**src/rtl/rv_ctrl_pkg.sv**
```systemverilog
// Shared encodings for the multicycle RV32I control unit: state enum, opcodes
// and the datapath mux/ALU select codes driven by the controller.
package rv_ctrl_pkg;

  typedef enum logic [3:0] {
    S_FETCH    = 4'd0,
    S_DECODE   = 4'd1,
    S_MEMADR   = 4'd2,
    S_MEMREAD  = 4'd3,
    S_MEMWB    = 4'd4,
    S_MEMWRITE = 4'd5,
    S_EXECR    = 4'd6,
    S_EXECI    = 4'd7,
    S_ALUWB    = 4'd8,
    S_BRANCH   = 4'd9,
    S_JAL      = 4'd10,
    S_JALR     = 4'd11,
    S_JALRWB   = 4'd12,
    S_HALT     = 4'd13
  } state_t;

  localparam logic [6:0] OP_LOAD   = 7'b0000011;
  localparam logic [6:0] OP_STORE  = 7'b0100011;
  localparam logic [6:0] OP_R      = 7'b0110011;
  localparam logic [6:0] OP_I      = 7'b0010011;
  localparam logic [6:0] OP_BRANCH = 7'b1100011;
  localparam logic [6:0] OP_JAL    = 7'b1101111;
  localparam logic [6:0] OP_JALR   = 7'b1100111;

  localparam logic [2:0] ALU_ADD = 3'b000;
  localparam logic [2:0] ALU_SUB = 3'b001;
  localparam logic [2:0] ALU_AND = 3'b010;
  localparam logic [2:0] ALU_OR  = 3'b011;
  localparam logic [2:0] ALU_XOR = 3'b100;
  localparam logic [2:0] ALU_SLT = 3'b101;
  localparam logic [2:0] ALU_SLL = 3'b110;
  localparam logic [2:0] ALU_SRL = 3'b111;

  localparam logic [1:0] SRCA_PC    = 2'b00;
  localparam logic [1:0] SRCA_OLDPC = 2'b01;
  localparam logic [1:0] SRCA_A     = 2'b10;

  localparam logic [1:0] SRCB_B    = 2'b00;
  localparam logic [1:0] SRCB_IMM  = 2'b01;
  localparam logic [1:0] SRCB_FOUR = 2'b10;

  localparam logic [1:0] RES_ALUOUT    = 2'b00;
  localparam logic [1:0] RES_DATA      = 2'b01;
  localparam logic [1:0] RES_ALURESULT = 2'b10;

  localparam logic [1:0] IMM_I = 2'b00;
  localparam logic [1:0] IMM_S = 2'b01;
  localparam logic [1:0] IMM_B = 2'b10;
  localparam logic [1:0] IMM_J = 2'b11;

endpackage

```
**src/rtl/alu_decoder.sv**
```systemverilog
// Maps funct3/funct7_5 of R- and I-type ALU instructions onto the ALU
// operation code; flags funct3 values this core does not implement.
module alu_decoder
  import rv_ctrl_pkg::*;
(
  input  logic       is_rtype,
  input  logic [2:0] funct3,
  input  logic       funct7_5,
  output logic [2:0] alu_control,
  output logic       unsupported
);

  // NOTE: every output gets a default before the case so no path leaves it unassigned (no latch).
  always_comb begin
    alu_control = ALU_ADD;
    unsupported = 1'b0;
    case (funct3)
      3'b000:  alu_control = (is_rtype && funct7_5) ? ALU_SUB : ALU_ADD;
      3'b001:  alu_control = ALU_SLL;
      3'b010:  alu_control = ALU_SLT;
      3'b011:  unsupported = 1'b1;  // sltu/sltiu have no ALU op here
      3'b100:  alu_control = ALU_XOR;
      3'b101:  alu_control = ALU_SRL;
      3'b110:  alu_control = ALU_OR;
      default: alu_control = ALU_AND;
    endcase
  end

endmodule

```
**src/rtl/multicycle_controller.sv**
```systemverilog
// Multicycle RV32I sequencer: walks each instruction through fetch, decode,
// execute and writeback states, handshaking with the shared memory.
module multicycle_controller
  import rv_ctrl_pkg::*;
#(
  parameter int CNT_WIDTH = 32
) (
  input  logic                 clk,
  input  logic                 rst,
  input  logic [6:0]           op,
  input  logic [2:0]           funct3,
  input  logic                 funct7_5,
  input  logic                 Zero,
  input  logic                 mem_ready,
  output logic                 mem_req,
  output logic                 MemWrite,
  output logic                 AdrSrc,
  output logic                 IRWrite,
  output logic                 PCWrite,
  output logic                 RegWrite,
  output logic [1:0]           ALUSrcA,
  output logic [1:0]           ALUSrcB,
  output logic [2:0]           ALUControl,
  output logic [1:0]           ResultSrc,
  output logic [1:0]           ImmSrc,
  output logic [3:0]           state,
  output logic                 retire,
  output logic [CNT_WIDTH-1:0] retired_cnt,
  output logic                 illegal
);

  localparam logic [CNT_WIDTH-1:0] CNT_ONE = {{(CNT_WIDTH-1){1'b0}}, 1'b1};

  state_t state_q, next_state;
  logic [CNT_WIDTH-1:0] cnt_q;
  logic [2:0] dec_alu;
  logic       dec_unsupported;
  logic       mem_req_c, mem_write_c, ir_write_c, pc_write_c, reg_write_c, retire_c;

  alu_decoder u_alu_decoder (
    .is_rtype    (op == OP_R),
    .funct3      (funct3),
    .funct7_5    (funct7_5),
    .alu_control (dec_alu),
    .unsupported (dec_unsupported)
  );

  // NOTE: state and counter use non-blocking assignments so every flop samples pre-edge values.
  always_ff @(posedge clk or negedge rst) begin
    if (!rst) begin
      state_q <= S_FETCH;
      cnt_q   <= '0;
    end else begin
      state_q <= next_state;
      if (retire_c) cnt_q <= cnt_q + CNT_ONE;
    end
  end

  always_comb begin
    next_state  = state_q;
    mem_req_c   = 1'b0;
    mem_write_c = 1'b0;
    ir_write_c  = 1'b0;
    pc_write_c  = 1'b0;
    reg_write_c = 1'b0;
    AdrSrc      = 1'b0;
    ALUSrcA     = SRCA_PC;
    ALUSrcB     = SRCB_B;
    ALUControl  = ALU_ADD;
    ResultSrc   = RES_ALUOUT;
    case (state_q)
      S_FETCH: begin
        mem_req_c = 1'b1;
        ALUSrcB   = SRCB_FOUR;
        ResultSrc = RES_ALURESULT;
        if (mem_ready) begin
          ir_write_c = 1'b1;
          pc_write_c = 1'b1;
          next_state = S_DECODE;
        end
      end
      S_DECODE: begin
        ALUSrcA = SRCA_OLDPC;
        ALUSrcB = SRCB_IMM;
        case (op)
          OP_LOAD, OP_STORE: next_state = (funct3 == 3'b010) ? S_MEMADR : S_HALT;
          OP_R:              next_state = dec_unsupported ? S_HALT : S_EXECR;
          OP_I:              next_state = dec_unsupported ? S_HALT : S_EXECI;
          OP_BRANCH:         next_state = (funct3[2:1] == 2'b00) ? S_BRANCH : S_HALT;
          OP_JAL:            next_state = S_JAL;
          OP_JALR:           next_state = S_JALR;
          default:           next_state = S_HALT;
        endcase
      end
      S_MEMADR: begin
        ALUSrcA    = SRCA_A;
        ALUSrcB    = SRCB_IMM;
        next_state = (op == OP_LOAD) ? S_MEMREAD : S_MEMWRITE;
      end
      S_MEMREAD: begin
        mem_req_c = 1'b1;
        AdrSrc    = 1'b1;
        if (mem_ready) next_state = S_MEMWB;
      end
      S_MEMWB: begin
        ResultSrc   = RES_DATA;
        reg_write_c = 1'b1;
        next_state  = S_FETCH;
      end
      S_MEMWRITE: begin
        mem_req_c   = 1'b1;
        mem_write_c = 1'b1;
        AdrSrc      = 1'b1;
        if (mem_ready) next_state = S_FETCH;
      end
      S_EXECR: begin
        ALUSrcA    = SRCA_A;
        ALUControl = dec_alu;
        next_state = S_ALUWB;
      end
      S_EXECI: begin
        ALUSrcA    = SRCA_A;
        ALUSrcB    = SRCB_IMM;
        ALUControl = dec_alu;
        next_state = S_ALUWB;
      end
      S_ALUWB: begin
        reg_write_c = 1'b1;
        next_state  = S_FETCH;
      end
      S_BRANCH: begin
        ALUSrcA    = SRCA_A;
        ALUControl = ALU_SUB;
        pc_write_c = funct3[0] ? ~Zero : Zero;  // funct3[0]: 0 = beq, 1 = bne
        next_state = S_FETCH;
      end
      S_JAL: begin
        ALUSrcA    = SRCA_OLDPC;
        ALUSrcB    = SRCB_FOUR;
        pc_write_c = 1'b1;
        next_state = S_ALUWB;
      end
      S_JALR: begin
        ALUSrcA    = SRCA_A;
        ALUSrcB    = SRCB_IMM;
        ResultSrc  = RES_ALURESULT;
        pc_write_c = 1'b1;
        next_state = S_JALRWB;
      end
      S_JALRWB: begin
        ALUSrcA     = SRCA_OLDPC;
        ALUSrcB     = SRCB_FOUR;
        ResultSrc   = RES_ALURESULT;
        reg_write_c = 1'b1;
        next_state  = S_FETCH;
      end
      default: next_state = S_HALT;
    endcase
  end

  always_comb begin
    ImmSrc = IMM_I;
    case (op)
      OP_STORE:  ImmSrc = IMM_S;
      OP_BRANCH: ImmSrc = IMM_B;
      OP_JAL:    ImmSrc = IMM_J;
      default:   ImmSrc = IMM_I;
    endcase
  end

  assign retire_c = (state_q != S_FETCH) && (next_state == S_FETCH);

  // Strobes are gated by rst so an in-flight access drops the moment reset asserts.
  assign mem_req     = mem_req_c   & rst;
  assign MemWrite    = mem_write_c & rst;
  assign IRWrite     = ir_write_c  & rst;
  assign PCWrite     = pc_write_c  & rst;
  assign RegWrite    = reg_write_c & rst;
  assign retire      = retire_c    & rst;
  assign state       = state_q;
  assign retired_cnt = cnt_q;
  assign illegal     = (state_q == S_HALT);

endmodule

```
**config.mk**
```make
export PLATFORM = sky130hd
export DESIGN_NAME = multicycle_controller
export DESIGN_NICKNAME = d
export VERILOG_FILES = /design/src/rtl/rv_ctrl_pkg.sv /design/src/rtl/alu_decoder.sv /design/src/rtl/multicycle_controller.sv
export SDC_FILE = /design/constraint.sdc
export NUM_CORES = 1
export LEC_CHECK = 0
export BUFFER_PORTS_ARGS = -buffer_cell sky130_fd_sc_hd__clkbuf_2
export CAP_MARGIN = 20
export CORE_MARGIN = 3
export CORE_UTILIZATION = 53
export DETAILED_ROUTE_END_ITERATION = 8
export PLACE_DENSITY = 0.93
export SYNTH_ARGS = -nofsm -noshare
export SYNTH_HDL_FRONTEND = slang
export SYNTH_SLANG_ARGS = --single-unit
```
**constraint.sdc**
```tcl
create_clock -name clk -period 2.28 [get_ports clk]
set_input_delay 0.342 -clock clk [delete_from_list [all_inputs] [get_ports clk]]
set_output_delay 0.342 -clock clk [all_outputs]
set_load 0.1 [all_outputs]
```
==> Implementation_results.wiki, run 1 <==
{| class="wikitable"
! Metric !! Value
|-
| Gate family responsible for the most delay along the worst path || simple AND/OR/NAND/NOR gates
|-
| Number of buffers added by the clock tree synthesis step || 5
|-
| Post-Syn Nets || 301
|-
| Final critical-path share of the clock period || 113%
|-
| Die Width || 75.6 um
|-
| Net count, final || 404
|-
| Most instantiated flip-flop cell in the synthesis netlist || dfrtp_1
|-
| Startpoint class of the critical path || flop
|-
| Type of the tightest min-delay check || in -> async
|-
| Clock transition at path regs || 0.09 ns
|-
| Layout overhead on the synthesized area || 56.6%
|-
| Number of failing hold endpoints at the final stage || 0
|-
| Worst skew pair latency || 0.31 ns
|-
| Number of sinks handled by clock tree synthesis || 36
|-
| CTS root buffer || clkbuf_8
|-
| Status || complete, but fails checks
|-
| Via total after detailed routing || 3,043
|-
| Number of maximum-capacitance violations || 0
|-
| Clock tree from TritonCTS || built
|-
| Depth of the worst register-to-register path || 8
|-
| Number of cells produced by synthesis || 285
|-
| Unrepaired setup endpoints after global routing || yes
|-
| Number of antenna violations at the first check in global routing || 0
|-
| Global-route wire length before repair || 14,100 um
|-
| Layout Cells excl Fill || 441
|-
| Upper clock frequency limit || 0.389 GHz
|-
| Data arrival at the endpoint of the critical path || 2.23 ns
|-
| Total global-route track usage || 32.6%
|-
| Ports || 70
|-
| Critical setup path kind || reg -> out
|-
| Crit-path cells || buf_6 -> nor4b_4 -> nand3_1 -> nand4_1 -> nor3b_2 -> and2_4 -> buf_12
|-
| Total standard cell area after synthesis || 2560 sq um
|-
| Worst-case register-to-register setup slack || -0.07 ns
|-
| Largest driver fanout on the critical path || 7
|-
| Worst-case setup slack after placement || -0.0282 ns
|-
| Synthesis warning total || 0
|-
| Unique cell type count in the Yosys netlist || 52
|-
| IO Port Bufs || 69
|-
| Relative slew slack || 62.4%
|-
| Final setup skew || 0.0172 ns
|-
| Die Area || 5710 sq um
|-
| Sequential-to-total area share from yosys stat || 35.1%
|-
| Transition at the pin with the smallest max-transition slack || 0.566 ns
|-
| Violations in the final reports || setup timing
|-
| Cell leakage power || 0.00184 uW
|-
| Slowest stage cell on the critical path || dfrtp_4
|-
| Number of placed instances with taps included || 408
|-
| Setup TNS Final || -0.951 ns
|-
| PwrDens || 1270 nW/um^2
|-
| Buffers plus inverters on the worst setup path || 2
|-
| Time the worst path needs with I/O delays and setup || 2.57 ns
|-
| Share of cells above drive strength 1 || 53.2%
|-
| Die height || 75.6 um
|-
| Number of levels the H-tree was split into || 2
|-
| Placed wire-length estimate || 5230 um
|-
| Maximum number of pins on one net before global-route repair || 32
|-
| Number of diodes added for antenna fixing || 0
|-
| Share of synthesized flip-flops with an asynchronous set or reset || 100%
|-
| Number of global-route vias before repair || 2,803
|-
| Worst EP required || 1.94 ns
|-
| GRT overflow || 0
|-
| CP max stage delay || 0.55 ns
|-
| Max-slew violation count || 0
|-
| CP endpoint kind || output port
|-
| Startpoint of the most critical register-to-register path || state[2]$_DFF_PN0_
|-
| Clock Path Buffers || 2
|-
| Initial Utilization || 56.9%
|-
| Final setup fails || 28
|-
| Routed len/inst || 23.1 um
|-
| DRC Markers || 0
|-
| First-pass detailed-route iteration total || 5
|-
| Detail-routed via count per cell || 6.90
|-
| Area of the core || 4500 sq um
|-
| Overall routed net length || 10,200 um
|-
| Placer's final routability congestion estimate || 0.953
|-
| Drt initial violations || 426
|-
| Synthesized area divided by synthesized cell count || 9.00 sq um
|-
| Max rail drop VDD || 1.13 mV
|-
| Endpoint of the worst-slack reg-to-reg timing path || retired_cnt[14]$_DFFE_PN0P_
|-
| Count of flip-flops with a built-in enable after synthesis || 0
|-
| Number of nets with antenna violations after routing || 0
|-
| Final setup margin || -0.292 ns
|-
| Number of synthesized register bits || 36
|-
| Number of standard-cell rows in the floorplan || 24
|}
## logic make-up after synthesis
kind of cell               count (synthesis)  synth area share, %
buffers and inverters                     30                 4.98
and+or+nand+nor                          149                 37.5
xor gates and xnor gates                  33                 11.3
AOI/OAI and AO/OA                         31                 8.59
DFF                                       36                 35.1
muxes                                      5                 2.05
adders and majority gates                  1                0.488
## cells in the mapped netlist (5+ instances only)
cell type	number	area, sq um
nand2_1	26	97.6
nor2_1	13	48.8
nand3_1	18	90.1
dfrtp_1	36	901
xor2_1	28	245
clkbuf_1	8	30.0
a21oi_1	7	35.0
buf_2	9	45.0
nand4_1	15	93.8
o21ai_0	7	35.0
inv_1	11	41.3
nor3_1	25	125
nor4_2	10	125
xnor2_1	5	43.8
nand2b_1	5	31.3
## flip-flops by register name, summed over array words and instances (netlist names)
signal       cells
retired_cnt     32
state            4
## worst max path at each step
stage / start / endpoint / slack (ns) / depth (start not counted)
final: state[2]$_DFF_PN0_ / retire / -0.29 / 7
after global routing: state[3]$_DFF_PN0_ / retire / -0.28 / 7
after CTS: state[2]$_DFF_PN0_ / retire / -0.06 / 7
after detailed placement: funct3[0] / retire / -0.03 / 8
after global placement: op[2] / retire / 0.07 / 8
after floorplan: state[1]$_DFF_PN0_ / PCWrite / -0.36 / 4
## where the power goes
group / leakage, uW / internal (uW) / switching, uW / total [uW]
Sequential: 0.000441 / 733 / 151 / 885
Clock: 0.0000552 / 325 / 251 / 576
Combinational: 0.00134 / 1150 / 2490 / 3630
Total: 0.00184 / 2200 / 2890 / 5090
## placed cells by master, fill, tap and decap left out, types with 3 or more instances in the layout
cell type	instances
a21oi_2	3
nor3_4	3
and3_1	4
buf_4	40
mux2i_1	3
nor2_1	6
o21ai_2	3
nand2b_1	4
dfrtp_4	4
nand4_1	15
xor2_1	28
nand2_1	22
nor4_4	8
nand3_1	17
buf_12	16
nor4b_4	3
nor3_1	21
a21oi_1	4
clkbuf_8	5
nor4b_2	3
buf_6	5
nor2_4	5
dfrtp_2	16
and4_1	4
xnor2_1	5
inv_1	9
nand2_2	3
dfrtp_1	16
nor4_2	4
and2_1	3
clkbuf_2	52
## metrics by stage
| stage | hold WS [ns] | cell area, sq um | power, uW | utilization [%] |
|---|---|---|---|---|
| detailed placement | 0.213 | 3490 | 3840 | 77.6 |
| CTS | 0.214 | 3800 | 4660 | 84.4 |
| finish | 0.207 | 4020 | 5090 | 89.2 |
| floorplan | 0.0464 | 2840 | 3180 | - |
| global route | 0.242 | 4020 | 5220 | 89.2 |
| global placement | 0.214 | 3490 | 3790 | 77.6 |
## routing by layer
metal | share of wire [%] | up-vias | track usage [%]
met2 | 47 | 276 | 53.5
met3 | 9.6 | 78 | 5.94
met5 | 0 | - | 0
met4 | 6.1 | 0 | 17.5
li1 | - | 1253 | -
met1 | 37 | 1436 | 40.6
## cell type report
| cell class | count | area, sq um |
|---|---|---|
| multi-input cells | 219 | 1900 |
| repair buffers | 115 | 962 |
| inverters | 11 | 45.0 |
| clock buffers | 6 | 72.6 |
| flip-flops and latches | 36 | 936 |
| clock inverters | 2 | 35.0 |
| well taps | 52 | 65.1 |
| fillers | 190 | 488 |
## what timing repair did
item / CTS / global route
setup endpoints to repair: 1 / 36
buffers inserted: 18 / 7
pin swaps: 4 / 11
gates resized for setup: 15 / 32
hold buffers: 1 / 0
hold endpoints to repair: 5 / 0
Power figures use the tool's default switching activity.
==> inputs of run 2 (changes only) <==
- CAP_MARGIN: 20 -> default
- CORE_ASPECT_RATIO: default -> 1.25
==> run 2 against run 1 <==
  * The flow still finishes with violations (setup timing)
  * Cell count stayed put
  * Total power is 1.2% lower
  * Count of clock-buffer cells in the layout grew 2
  * Combinational power up 2%
  * Critical endpoint unchanged
  * Largest cell class unchanged
==> Implementation_results.wiki, run 2 (same netlist as run 1, synthesis figures left out) <==
{| class="wikitable"
! Metric !! Value
|-
| Cell leakage power || 0.00181 uW
|-
| Die height || 83.8 um
|-
| Startpoint of the most critical register-to-register path || state[1]$_DFF_PN0_
|-
| Total global-route track usage || 33.8%
|-
| Worst EP required || 1.94 ns
|-
| Worst-case register-to-register setup slack || -0.09 ns
|-
| Placed wire-length estimate || 5520 um
|-
| Number of diodes added for antenna fixing || 0
|-
| Overall routed net length || 10,100 um
|-
| First-pass detailed-route iteration total || 7
|-
| Time the worst path needs with I/O delays and setup || 2.57 ns
|-
| Global-route wire length before repair || 14,800 um
|-
| Die Width || 68.2 um
|-
| Area of the core || 4530 sq um
|-
| Share of cells above drive strength 1 || 51.4%
|-
| Placer's final routability congestion estimate || 0.925
|-
| CP max stage delay || 0.53 ns
|-
| Setup TNS Final || -0.465 ns
|-
| Startpoint class of the critical path || flop
|-
| Maximum number of pins on one net before global-route repair || 32
|-
| Number of nets with antenna violations after routing || 0
|-
| Clock transition at path regs || 0.07 ns
|-
| Number of maximum-capacitance violations || 0
|-
| Worst skew pair latency || 0.28 ns
|-
| CP endpoint kind || output port
|-
| Depth of the worst register-to-register path || 10
|-
| IO Port Bufs || 69
|-
| Upper clock frequency limit || 0.389 GHz
|-
| Number of levels the H-tree was split into || 2
|-
| Final setup margin || -0.290 ns
|-
| Largest driver fanout on the critical path || 7
|-
| Max reg flops || 32
|-
| Data arrival at the endpoint of the critical path || 2.23 ns
|-
| Clock Path Buffers || 2
|-
| Layout Cells excl Fill || 441
|-
| Gate family responsible for the most delay along the worst path || simple AND/OR/NAND/NOR gates
|-
| Max rail drop VDD || 1.23 mV
|-
| Type of the tightest min-delay check || in -> async
|-
| Die Area || 5720 sq um
|-
| Number of sinks handled by clock tree synthesis || 36
|-
| Worst hold slack || 0.0290 ns
|-
| Relative slew slack || 62.0%
|-
| Violations in the final reports || setup timing
|-
| Final setup fails || 7
|-
| Endpoint of the worst-slack reg-to-reg timing path || retired_cnt[1]$_DFFE_PN0P_
|-
| Via total after detailed routing || 3,009
|-
| Critical setup path kind || reg -> out
|-
| Transition at the pin with the smallest max-transition slack || 0.572 ns
|-
| Unrepaired setup endpoints after global routing || yes
|-
| Number of global-route vias before repair || 2,911
|-
| Crit-path cells || buf_4 -> nor4b_2 -> buf_4 -> nand3_2 -> nand4_1 -> nor3b_2 -> and2_4 -> buf_12
|-
| PwrDens || 1280 nW/um^2
|-
| Detail-routed via count per cell || 6.82
|-
| Initial Utilization || 56.7%
|-
| Commonest non-fill, non-tap cells in the layout || 52 x clkbuf_2, 33 x buf_4, 28 x xor2_1, 21 x nand2_1, 20 x nor3_1
|-
| Ports || 70
|-
| Layout overhead on the synthesized area || 52.7%
|-
| Post-CTS Hold Buffers || 0
|-
| Slowest stage cell on the critical path || dfrtp_4
|-
| Number of failing hold endpoints at the final stage || 0
|-
| GRT overflow || 0
|-
| Final setup skew || 0.00722 ns
|-
| Max-slew violation count || 0
|-
| Routed len/inst || 23.0 um
|-
| Most numerous cell on the critical path || buf_4
|-
| Drt initial violations || 397
|-
| Buffers plus inverters on the worst setup path || 3
|-
| Number of placed instances with taps included || 412
|-
| Status || complete, but fails checks
|-
| Number of buffers added by the clock tree synthesis step || 5
|-
| DRC Markers || 0
|-
| Net count, final || 398
|-
| Number of antenna violations at the first check in global routing || 0
|-
| Leading cell type in the layout, fill and taps excluded || clkbuf_2
|-
| Number of standard-cell rows in the floorplan || 27
|-
| Final critical-path share of the clock period || 113%
|-
| CTS root buffer || clkbuf_8
|-
| Clock tree from TritonCTS || built
|}
[run 2: power by group]
part | internal, uW | switching [uW]
clock | 217 | 218
combinational | 1210 | 2500
sequential | 734 | 145
total | 2160 | 2870
[run 2: through the flow]
step / power [uW] / setup slack [ns] / util, % / cell area [sq um]
finish: 5030 / -0.290 / 86.5 / 3920
global route: 5180 / -0.375 / 86.5 / 3920
CTS: 4600 / -0.142 / 83.6 / 3780
detailed placement: 3900 / -0.0774 / 77.6 / 3510
global placement: 3830 / 0.0318 / 77.6 / 3510
floorplan: 3180 / -0.360 / - / 2840
[run 2: final cells by class]
cell class                 count  area [sq um]
clock buffer                   8          80.1
fill                         185           609
inverter                      11          41.3
multi-input combinational    219          1830
sequential                    36           936
tap                           58          72.6
timing repair buffer         109           957
[run 2: worst max-delay path by stage]
stage,startpoint,end,slack (ns),depth (start not counted)
2_1_floorplan,state[1]$_DFF_PN0_,PCWrite,-0.36,4
3_3_place_gp,op[2],retire,0.03,8
3_5_place_dp,op[4],retire,-0.08,8
4_1_cts,state[2]$_DFF_PN0_,retire,-0.14,8
5_1_grt,state[1]$_DFF_PN0_,retire,-0.37,8
6_report,state[1]$_DFF_PN0_,retire,-0.29,8
[run 2: worst register-to-register path, stage by stage, from the launching register on]
cell,delay (ns)
dfrtp_4,0.53
buf_4,0.18
nor4b_2,0.34
buf_4,0.22
nand3_2,0.10
nand4_1,0.16
nor3b_2,0.08
buf_4,0.13
buf_4,0.12
buf_4,0.13
mux2_2,0.26
[run 2: per-layer routing]
metal  vias up  part of all wire, %  GRT usage [%]
met5         -                    0              0
met3        74                  8.8           4.31
met2       258                   51           58.5
li1       1234                    -              -
met4         0                  6.2           11.4
met1      1443                   34           42.0
[run 2: timing repair]
item                                   CTS  global route
gates resized for setup                 20            18
setup buffers                           16             5
pin swaps                                4             7
endpoints found under the hold margin    0             0
setup endpoints to repair                2            32
gates cloned                             0             1
==> inputs of run 3 (changes only) <==
- PLACE_DENSITY: 0.93 -> 0.77
==> run 3 against run 2 <==
  * The flow still finishes with violations (setup timing)
  * Worst setup slack gained 0.087 ns
  * Critical path type unchanged
  * Non-clock buffer count rose by 1
  * Cell count up 0.23%
  * First-iteration DRC count shrank 28%
  * Core utilization down 0.66 points
  * Highest routed layer unchanged
  * Critical endpoint unchanged
  * Largest power group unchanged
==> Implementation_results.wiki, run 3 (same netlist as run 1, synthesis figures left out) <==
{| class="wikitable"
! Metric !! Value
|-
| Worst skew pair latency || 0.30 ns
|-
| Layout Cells excl Fill || 442
|-
| Startpoint class of the critical path || flop
|-
| Critical setup path kind || reg -> out
|-
| Number of placed instances with taps included || 419
|-
| Data arrival at the endpoint of the critical path || 2.14 ns
|-
| Drt initial violations || 287
|-
| Number of levels the H-tree was split into || 2
|-
| Slowest stage cell on the critical path || dfrtp_4
|-
| PwrDens || 1250 nW/um^2
|-
| Crit-path cells || buf_4 -> buf_4 -> nand3_1 -> nand3_1 -> o21ai_2 -> nand4_1 -> nor3b_2 -> and2_4 -> buf_12
|-
| Final critical-path share of the clock period || 109%
|-
| Placer's final routability congestion estimate || 0.919
|-
| Largest driver fanout on the critical path || 4
|-
| Final setup fails || 1
|-
| Clock transition at path regs || 0.08 ns
|-
| Time the worst path needs with I/O delays and setup || 2.48 ns
|-
| Upper clock frequency limit || 0.403 GHz
|-
| CP max stage delay || 0.50 ns
|-
| Number of sinks handled by clock tree synthesis || 36
|-
| Layout overhead on the synthesized area || 51.6%
|-
| DRC Markers || 0
|-
| CP endpoint kind || output port
|-
| Net count, final || 399
|-
| Cell leakage power || 0.00179 uW
|-
| CTS root buffer || clkbuf_8
|-
| Number of diodes added for antenna fixing || 0
|-
| IO Port Bufs || 69
|-
| Share of cells above drive strength 1 || 51.3%
|-
| Leading cell type in the layout, fill and taps excluded || clkbuf_2
|-
| Max reg flops || 32
|-
| Violations in the final reports || setup timing
|-
| First-pass detailed-route iteration total || 6
|-
| Status || complete, but fails checks
|-
| Number of antenna violations at the first check in global routing || 0
|-
| Transition at the pin with the smallest max-transition slack || 0.550 ns
|-
| Total global-route track usage || 28.0%
|-
| Initial Utilization || 56.7%
|-
| Worst EP required || 1.94 ns
|-
| Number of buffers added by the clock tree synthesis step || 5
|-
| Max rail drop VDD || 1.12 mV
|-
| Number of maximum-capacitance violations || 0
|-
| Number of failing hold endpoints at the final stage || 0
|-
| Type of the tightest min-delay check || in -> async
|-
| Final setup margin || -0.202 ns
|-
| Unrepaired setup endpoints after global routing || yes
|-
| Die Area || 5720 sq um
|-
| Die Width || 68.2 um
|-
| Die height || 83.8 um
|-
| Final setup skew || 0.00824 ns
|-
| Number of global-route vias before repair || 2,638
|-
| Area of the core || 4530 sq um
|-
| Number of standard-cell rows in the floorplan || 27
|-
| Clock tree from TritonCTS || built
|-
| Clock Path Buffers || 2
|-
| Placed wire-length estimate || 5180 um
|-
| Ports || 70
|-
| Detail-routed via count per cell || 6.18
|-
| Worst-case setup slack after placement || -0.0148 ns
|-
| Maximum number of pins on one net before global-route repair || 27
|-
| Global-route wire length before repair || 12,500 um
|-
| Commonest non-fill, non-tap cells in the layout || 52 x clkbuf_2, 38 x buf_4, 28 x xor2_1, 21 x nor3_1, 20 x nand2_1
|-
| Relative slew slack || 63.5%
|-
| Max-slew violation count || 0
|-
| Routed len/inst || 18.1 um
|-
| Via total after detailed routing || 2,731
|-
| Overall routed net length || 8000 um
|-
| GRT overflow || 0
|-
| Number of nets with antenna violations after routing || 0
|}
run 3: cell types whose count changed in the layout (fill, tap and decap cells not counted), moves of 3 or more:
| cell | before | now |
|---|---|---|
| nand2_2 | 2 | 5 |
| clkbuf_1 | 3 | 0 |
| buf_12 | 18 | 15 |
| buf_4 | 33 | 38 |
| a21oi_1 | 4 | 7 |
| a21oi_2 | 3 | 0 |
run 3: layer usage:
layer  GRT usage, %  vias up  wire (um)  share of wire, %
met3           4.72       33        580               7.2
met1           33.0     1321       2850                36
met2           48.2      145       4280                54
met4           12.1        0        289               3.6
li1               -     1232          -                 -
met5              0        -          0                 0
run 3: area by class of cell:
type,count,area [sq um]
flip-flops and latches,36,936
well taps,58,72.6
clock inverters,3,42.5
inverters,11,45.0
multi-input cells,219,1790
repair buffers,110,928
clock buffers,5,68.8
fillers,258,639
run 3: power by group:
| group | total [uW] | internal (uW) | switching [uW] |
|---|---|---|---|
| Combinational | 3440 | 1110 | 2320 |
| Sequential | 854 | 733 | 121 |
| Clock | 566 | 323 | 242 |
run 3: timing repair:
| action | CTS | global route |
|---|---|---|
| pin swaps | 6 | 8 |
| cloned | 0 | 2 |
| endpoints found under the setup margin | 2 | 31 |
| setup buffers | 11 | 2 |
| hold buffers | 1 | 0 |
| hold endpoints to repair | 2 | 0 |
| gates resized for setup | 9 | 11 |
run 3: critical path: cells and delay by family (launching register included):
| kind | cells | cell delay, ns |
|---|---|---|
| flip-flops | 1 | 0.50 |
| AND/OR/NAND/NOR | 5 | 0.81 |
| AO/OA/AOI/OAI | 1 | 0.07 |
| buffers and inverters | 3 | 0.46 |
run 3: final timing paths:
path	start	endpoint	slack (ns)	depth (start not counted)
max	state[2]$_DFF_PN0_	retire	-0.20	9
min	rst	retired_cnt[1]$_DFFE_PN0P_	0.39	2
max reg2reg	state[2]$_DFF_PN0_	retired_cnt[26]$_DFFE_PN0P_	0.07	9
min reg2reg	retired_cnt[31]$_DFFE_PN0P_	retired_cnt[31]$_DFFE_PN0P_	0.47	1
max in group asynchronous	rst	state[1]$_DFF_PN0_	1.39	3
min in group clk	retired_cnt[31]$_DFFE_PN0P_	retired_cnt[31]$_DFFE_PN0P_	0.47	1
run 3: per-stage QoR:
step	total power [uW]	util [%]	TNS (ns)	hold WS, ns	area [sq um]
finish	4850	85.9	-0.202	0.392	3890
global route	5030	85.9	-0.412	0.405	3890
CTS	4620	83.6	-0.156	0.394	3780
detailed placement	3920	78.4	-0.0227	0.170	3550
global placement	3890	78.4	-0.0280	0.178	3550
floorplan	3180	-	-1.25	0.0464	2840
